### src/rtl/fifo_read_controller_if.sv
// Fifo-side and downstream-side signals of the Fifo read controller.
// The controller uses the master modport. A Fifo model or a sink uses the slave modport.
interface fifo_read_controller_if #(
    parameter int WIDTH = 8
);
    logic             iFifoEmpty;
    logic [WIDTH-1:0] iFifoData;
    logic             oRDCLKN;
    logic [WIDTH-1:0] oData;
    logic             oValid;
    logic             iReady;

    modport master (
        input  iFifoEmpty,
        input  iFifoData,
        input  iReady,
        output oRDCLKN,
        output oData,
        output oValid
    );

    modport slave (
        output iFifoEmpty,
        output iFifoData,
        output iReady,
        input  oRDCLKN,
        input  oData,
        input  oValid
    );
endinterface

### src/rtl/fifo_read_controller.sv
// Pops the Fifo with a registered active-low read strobe and captures each popped word.
// It presents each word on a single-entry valid/ready port and can check for an incrementing data sequence.
module fifo_read_controller #(
    parameter int WIDTH       = 8,
    parameter int LOW_CYCLES  = 3,
    parameter int HIGH_CYCLES = 2,
    parameter int SYNC_STAGES = 2,
    parameter int CHECK_SEQ   = 1
) (
    input  logic                        iCLK,
    input  logic                        iRSTN,
    input  logic                        iEnable,
    fifo_read_controller_if.master      bus,
    output logic [15:0]                 oWordCount,
    output logic                        oSeqError,
    output logic                        oBusy
);
    localparam int HOLD_HIGH = HIGH_CYCLES + SYNC_STAGES;
    localparam int CNT_MAX   = (LOW_CYCLES > HOLD_HIGH) ? LOW_CYCLES : HOLD_HIGH;
    localparam int CNT_W     = $clog2(CNT_MAX + 1);
    localparam logic [CNT_W-1:0] LOW_LAST  = CNT_W'(LOW_CYCLES - 1);
    localparam logic [CNT_W-1:0] HIGH_LAST = CNT_W'(HOLD_HIGH - 1);

    typedef enum logic [1:0] {
        S_IDLE,
        S_LOW,
        S_HIGH
    } state_t;

    state_t                 r_state;
    state_t                 w_state_next;
    logic [CNT_W-1:0]       r_cnt;
    logic [CNT_W-1:0]       w_cnt_next;
    logic                   r_rdclkn;
    logic                   w_rdclkn_next;
    logic                   w_capture;
    logic                   w_transfer;
    logic                   w_empty_s;
    logic [SYNC_STAGES-1:0] r_empty_sync;
    logic [WIDTH-1:0]       r_data;
    logic                   r_valid;
    logic [15:0]            r_word_count;
    logic [WIDTH-1:0]       r_expected;
    logic                   r_seq_error;

    // The empty flag comes from the Fifo domain. It is synchronized here, and reset presets it to "empty".
    always_ff @(posedge iCLK) begin
        if (!iRSTN) begin
            r_empty_sync <= '1;
        end else begin
            r_empty_sync[0] <= bus.iFifoEmpty;
            for (int i = 1; i < SYNC_STAGES; i++) begin
                r_empty_sync[i] <= r_empty_sync[i-1];
            end
        end
    end

    assign w_empty_s  = r_empty_sync[SYNC_STAGES-1];
    assign w_transfer = r_valid & bus.iReady;

    always_comb begin
        // NOTE: every signal gets a default first. This keeps paths that skip a branch from inferring a latch.
        w_state_next  = r_state;
        w_cnt_next    = r_cnt;
        w_rdclkn_next = 1'b1;
        w_capture     = 1'b0;
        unique case (r_state)
            S_IDLE: begin
                if (iEnable && !w_empty_s && (!r_valid || bus.iReady)) begin
                    w_state_next  = S_LOW;
                    w_cnt_next    = '0;
                    w_rdclkn_next = 1'b0;
                end
            end
            S_LOW: begin
                w_rdclkn_next = 1'b0;
                if (r_cnt == LOW_LAST) begin
                    w_capture     = 1'b1;
                    w_state_next  = S_HIGH;
                    w_cnt_next    = '0;
                    w_rdclkn_next = 1'b1;
                end else begin
                    w_cnt_next = r_cnt + CNT_W'(1);
                end
            end
            S_HIGH: begin
                // Stay high long enough for the post-pop empty flag to pass through the synchronizer.
                if (r_cnt == HIGH_LAST) begin
                    w_state_next = S_IDLE;
                    w_cnt_next   = '0;
                end else begin
                    w_cnt_next = r_cnt + CNT_W'(1);
                end
            end
            default: begin
                w_state_next = S_IDLE;
                w_cnt_next   = '0;
            end
        endcase
    end

    // NOTE: state registers use non-blocking assignments. Every flop then samples pre-edge values, so there is no ordering race.
    always_ff @(posedge iCLK) begin
        if (!iRSTN) begin
            r_state  <= S_IDLE;
            r_cnt    <= '0;
            r_rdclkn <= 1'b1;
        end else begin
            r_state  <= w_state_next;
            r_cnt    <= w_cnt_next;
            r_rdclkn <= w_rdclkn_next;
        end
    end

    // The start rule guarantees the buffer is empty at capture. Capture therefore never coincides with a pending transfer.
    always_ff @(posedge iCLK) begin
        if (!iRSTN) begin
            r_data       <= '0;
            r_valid      <= 1'b0;
            r_word_count <= '0;
            r_expected   <= '0;
            r_seq_error  <= 1'b0;
        end else begin
            if (w_capture) begin
                r_data       <= bus.iFifoData;
                r_valid      <= 1'b1;
                r_word_count <= r_word_count + 16'd1;
                r_expected   <= r_expected + WIDTH'(1);
                if ((CHECK_SEQ != 0) && (bus.iFifoData != r_expected)) begin
                    r_seq_error <= 1'b1;
                end
            end else if (w_transfer) begin
                r_valid <= 1'b0;
            end
        end
    end

    assign bus.oRDCLKN = r_rdclkn;
    assign bus.oData   = r_data;
    assign bus.oValid  = r_valid;
    assign oWordCount  = r_word_count;
    assign oSeqError   = r_seq_error;
    assign oBusy       = (r_state != S_IDLE);
endmodule

### src/flat_wrapper.sv
// flat-port wrapper written by rule: the top's interface ports become plain ports
module fifo_read_controller_flat 
#(
    parameter int WIDTH       = 8,
    parameter int LOW_CYCLES  = 3,
    parameter int HIGH_CYCLES = 2,
    parameter int SYNC_STAGES = 2,
    parameter int CHECK_SEQ   = 1
)
  (iCLK, iRSTN, iEnable, oWordCount, oSeqError, oBusy, bus_iFifoEmpty, bus_iFifoData, bus_iReady, bus_oRDCLKN, bus_oData, bus_oValid);
  fifo_read_controller_if #(.WIDTH(WIDTH)) bus_i ();
  input  logic iCLK;
  input  logic iRSTN;
  input  logic iEnable;
  output logic [15:0] oWordCount;
  output logic oSeqError;
  output logic oBusy;
  input wire logic [$bits(bus_i.iFifoEmpty)-1:0] bus_iFifoEmpty;
  input wire logic [$bits(bus_i.iFifoData)-1:0] bus_iFifoData;
  input wire logic [$bits(bus_i.iReady)-1:0] bus_iReady;
  output wire logic [$bits(bus_i.oRDCLKN)-1:0] bus_oRDCLKN;
  output wire logic [$bits(bus_i.oData)-1:0] bus_oData;
  output wire logic [$bits(bus_i.oValid)-1:0] bus_oValid;
  assign bus_i.iFifoEmpty = bus_iFifoEmpty;
  assign bus_i.iFifoData = bus_iFifoData;
  assign bus_i.iReady = bus_iReady;
  assign bus_oRDCLKN = bus_i.oRDCLKN;
  assign bus_oData = bus_i.oData;
  assign bus_oValid = bus_i.oValid;
  fifo_read_controller #(.WIDTH(WIDTH), .LOW_CYCLES(LOW_CYCLES), .HIGH_CYCLES(HIGH_CYCLES), .SYNC_STAGES(SYNC_STAGES), .CHECK_SEQ(CHECK_SEQ)) u_core (.iCLK(iCLK), .iRSTN(iRSTN), .iEnable(iEnable), .bus(bus_i), .oWordCount(oWordCount), .oSeqError(oSeqError), .oBusy(oBusy));
endmodule
### config.mk
export PLATFORM = sky130hd
export DESIGN_NAME = fifo_read_controller_flat
export DESIGN_NICKNAME = d
export VERILOG_FILES = /design/src/rtl/fifo_read_controller_if.sv /design/src/rtl/fifo_read_controller.sv /design/src/flat_wrapper.sv
export SDC_FILE = /design/constraint.sdc
export NUM_CORES = 1
export LEC_CHECK = 0
export ABC_AREA = 1
export ABC_CLOCK_PERIOD_IN_PS = 3250
export CAP_MARGIN = 40
export CORE_UTILIZATION = 40
export CTS_CLUSTER_DIAMETER = 80
export DETAILED_ROUTE_END_ITERATION = 10
export SKIP_CTS_REPAIR_TIMING = 1
export SLEW_MARGIN = 15
export SYNTH_ARGS = -nofsm -noshare
export SYNTH_HDL_FRONTEND = slang
export SYNTH_SLANG_ARGS = --single-unit
export TNS_END_PERCENT = 1
### constraint.sdc
create_clock -name iCLK -period 3.25 [get_ports iCLK]
set_input_delay 0.65 -clock iCLK [delete_from_list [all_inputs] [get_ports iCLK]]
set_output_delay 0.65 -clock iCLK [all_outputs]
set_load 0.1 [all_outputs]
* After elaboration in Yosys (flattened, before gate mapping)
Index checks and enable logic that the tools add are counted.
Storage, ports and cells: output and inout bits 28, logic and storage cells 45, RAM bits 0, memories 0, register bits 42, bits in latches 0, ROM bits 0, bits of input ports 13
Cells by class: $mul 0, reductions and logical operators 10, bitwise logic cells 1, shift-type cells 0, magnitude comparators 0, add/sub/neg operators 3, multiplexer cells 14, div/mod/pow operators 0, eq/ne operators 8
Operator list (number):
- $add A16 B1 Y16 const B | 1
- $mux W3 | 3
- $pmux W3 S3 | 1
- $add A8 B1 Y8 const B | 1
- $ne A8 B8 Y1 | 1
- $eq A3 B2 Y1 const B | 2
- $mux W2 | 3
- $ne A2 B1 Y1 const B | 3
- $pmux W2 S3 | 1
- $mux W1 | 5
- $reduce_bool A2 Y1 | 2
- $add A3 B1 Y3 const B | 1
- $reduce_and A3 Y1 | 1
- $eq A2 B1 Y1 const B | 1
- $eq A2 B2 Y1 const B | 1
- $logic_and A1 B1 Y1 | 2
- $logic_not A1 Y1 | 2
- $logic_not A2 Y1 | 1
- $pmux W1 S2 | 1
- $reduce_and A2 Y1 | 1
- $and A1 B1 Y1 | 1
- $logic_or A1 B1 Y1 | 1

* Depth between registers and ports, before layout
word-level depth 5, gate-level depth with buffers 11, depth with buffers taken out 11

* Least setup slack after synthesis
No wires, ideal clock.
path type register to register, start point reg u_core.r_word_count[1], in the netlist u_core.oWordCount[1], end point reg u_core.r_word_count[6], in the netlist u_core.oWordCount[6], arrival 1.945 ns, data required time 3.131 ns, period minus slack after synthesis 2.064 ns, stages on the path, launching flop included 7, buffers on the path 0, library setup time 0.119 ns, path slack 1.186 ns, cell sequence dfxtp_1 -> ha_1 -> nand3_1 -> nor2_4 -> nand2_1 -> o21ai_0 -> nor2_1
On the way: longest elaborated chain between the ends 1
Ends and longest elaborated chain:
- start, declared | line fifo_read_controller.sv:42 | logic [15:0] r_word_count;
- start signal, assigned | line fifo_read_controller.sv:127 | r_word_count <= r_word_count + 16'd1;
- $add A16 B1 Y16 | line fifo_read_controller.sv:127
No other way between the ends. A chain may end at the register's enable or synchronous reset.

* Worst setup path after layout
start point reg u_core.r_state[0], end point out oBusy
On the way: longest elaborated chain between the ends 1
Ends and longest elaborated chain:
- start, declared | line fifo_read_controller.sv:30 | state_t r_state;
- start signal, assigned | line fifo_read_controller.sv:109 | r_state <= w_state_next;
- $reduce_bool A2 Y1 | line fifo_read_controller.sv:143 | assign oBusy = (r_state != S_IDLE);
- end, declared | line flat_wrapper.sv:17 | output logic oBusy;
No other way between the ends.

==> results.tsv <==
metric	value	unit
status	completed	
CP max stage cell	dfxtp_1	
Post-Syn Instances	283	
r2r worst-path depth	9	
GRT Util Overall	17.6	%
CP endpoint kind	primary output	
RePlAce Congestion	0.790	
main combinational cell family by area after synthesis	simple AND/OR/NAND/NOR gates	
vias per cell	4.61	
via count of the first global-routing pass	1614	
Slew Viols, Final	0	
worst path cell trace	inv_1 > ha_1 > inv_1 > buf_4	
ant diodes	0	
initial core utilization	42.6	%
Hold Fails Final Rpt	0	
Worst Skew	0.00685	ns
Die Height	73.6	um
via count	1816	
# DRC	0	
CP Data Required Time	2.60	ns
total CTS buffers	5	
largest net degree at the start of global routing	33	
first-pass GRT wire length	7250	um
synth-to-layout area growth	24.7	%
# IOs	41	
clk_lat worst skew	0.30	ns
Wirelength per Cell	10.7	um
switching share of total power	31.2	%
Post-Synth Adder-Cell Area	6.09	%
Gate power share	21.6	%
simple-gate share of the synthesized area	29.6	%
layout cells sized above 1	15.3	%
post-route ant nets	0	
TNS Setup	0	ns
chip width	73.6	um
Crit. path cell count	4	
part of the cycle the worst path needs	60.1	%
post-synthesis mux area share	0	%
area share of the largest cell type after synthesis	41.0	%
Max-Cap Viols	0	
critical path's most frequent cell	inv_1	
port bufs	40	
Setup Viol. Count Final	0	
CTS tree	yes	
upper clock frequency limit	0.512	GHz
sw power	0.000379	W
Yosys cell types	31	
Seq pwr share	44.5	%
Synth Area in XOR/XNOR	1.71	%
number of synthesized register bits	42	
pwr/cell area	474	mW/mm^2
Hold Crit Class	flop to flop	
most common cell after layout, fill and taps aside	nand2_1	
area leader, netlist	dfxtp_1	
Clock Pin Slew Worst Setup and Hold Paths	0.08	ns
clk buf depth	2	
dpl hpwl	3070	um
leakage	1.09	nW
die area	0.00542	sq mm
initial antenna violation count	0	
Clock Power Share	33.9	%
core area	0.00482	sq mm
Routed WL	4220	um
kind of critical path	flop to primary output	
Net Count, Synth	306	
Tot Pwr	0.00121	W
Rows	25	
Synth Area in Compound Gates	13.6	%
Yosys warnings	0	
Sink Count	42	
grt ovf	0	
Max VDD drop	0.000416	V
Cell Int Power	0.000836	W
Slew Limit Headroom	76.6	%
commonest cells after routing, fill and taps aside	nand2_1, nor2_1, dfxtp_1	
area of the mapped netlist	0.00205	sq mm
Largest stage delay, worst path	0.36	ns
nature of the critical path startpoint	flop	
Least-Margin Pin Slew	0.350	ns
final net count	349	
clock root buffer	clkbuf_8	
sequential area share after synthesis	41.0	%
Top delay family on crit path	buffers and inverters	
H-Tree Depth	2	
CP bufs+invs	3	
CP Max Fanout	3	
WP data arrival	1.30	ns
final worst path period need	1.95	ns
drt initial violations	99	
mean post-synth cell area	7.26	sq um
hold depth	1	
ranking of synthesized cells by area	dfxtp_1, nand2_1, nor2_1, inv_1, ha_1	
unrepaired setup endpoints after global routing	no	
Detailed Routing Iterations Pass 1	5	
-- stage by stage --
stage | hold WS, ns | cells | setup WS, ns | utilization (%) | cell area [sq um]
4_1_cts | 0.449 | 394 | 1.28 | 53.2 | 2560
5_1_grt | 0.463 | 394 | 1.24 | 53.2 | 2560
2_1_floorplan | 0.393 | 283 | 1.19 | - | 2050
6_report | 0.442 | 394 | 1.30 | 53.2 | 2560
3_5_place_dp | 0.416 | 386 | 1.33 | 50.9 | 2450
3_3_place_gp | 0.395 | 386 | 1.36 | 50.9 | 2450
-- power by group through the flow --
| stage | clock (W) | sequential, W | combinational [W] |
|---|---|---|---|
| floorplan | 0 | 0.000576 | 0.000178 |
| CTS | 0.000423 | 0.000540 | 0.000264 |
| finish | 0.000412 | 0.000540 | 0.000262 |
| detailed placement | 0 | 0.000552 | 0.000264 |
| global placement | 0 | 0.000552 | 0.000259 |
| global route | 0.000447 | 0.000542 | 0.000291 |
-- flip-flops by register name (all words and copies together), names as in the netlist --
register	flops
u_core.oWordCount	16
u_core.bus.oData	8
u_core.r_expected	8
u_core.r_cnt	3
u_core.r_empty_sync	2
u_core.r_state	2
u_core.bus.oRDCLKN	1
u_core.bus.oValid	1
u_core.oSeqError	1
-- metal layers --
layer / vias to the layer above / wire length, um / GRT usage, %
met2: 40 / 1890 / 28.0
met1: 784 / 2070 / 22.7
met4: 0 / 36 / 5.13
met5: - / 0 / 0
met3: 4 / 225 / 5.49
li1: 988 / - / -
-- logic make-up (layout without fill, tap and decap cells) --
| logic type | after synthesis | in the layout |
|---|---|---|
| buffers and inverters | 43 | 87 |
| AOI/OAI and AO/OA | 53 | 53 |
| adders and majority gates | 10 | 10 |
| and+or+nand+nor | 131 | 131 |
| DFF | 42 | 42 |
| xor gates and xnor gates | 4 | 4 |
-- cell type report --
| cell class | instances | area, sq um |
|---|---|---|
| multi-input combinational | 198 | 1050 |
| timing repair buffer | 41 | 338 |
| clock inverter | 2 | 37.5 |
| fill | 504 | 2260 |
| tap | 67 | 83.8 |
| clock buffer | 6 | 72.6 |
| sequential | 42 | 841 |
| inverter | 38 | 143 |
-- synthesized netlist by cell type --
master / n
a21oi_1: 22
a31oi_1: 2
buf_1: 1
buf_2: 1
buf_4: 1
clkbuf_1: 2
clkinv_1: 1
dfxtp_1: 42
ha_1: 10
inv_1: 37
nand2_1: 54
nand2_2: 3
nand2_4: 1
nand2b_1: 1
nand3_1: 11
nand3b_1: 1
nand4_1: 3
nand4_2: 1
nor2_1: 44
nor2_2: 2
nor2_4: 3
nor2_8: 1
nor3_1: 2
nor3b_1: 1
nor3b_2: 1
o2111ai_1: 1
o21a_1: 1
o21ai_0: 25
o21bai_1: 2
or2_2: 2
xnor2_1: 4
-- path summary, 6_finish.rpt --
path	startpoint	endpoint	slack, ns
setup / recovery	u_core.r_state[0]	oBusy	1.30
hold / removal	u_core.r_empty_sync[0]	u_core.r_empty_sync[1]	0.44
setup reg to reg	u_core.r_state[1]	u_core.r_expected[6]	1.52
hold reg to reg	u_core.r_empty_sync[0]	u_core.r_empty_sync[1]	0.44
Note: power is estimated with default switching activity, not from simulation.
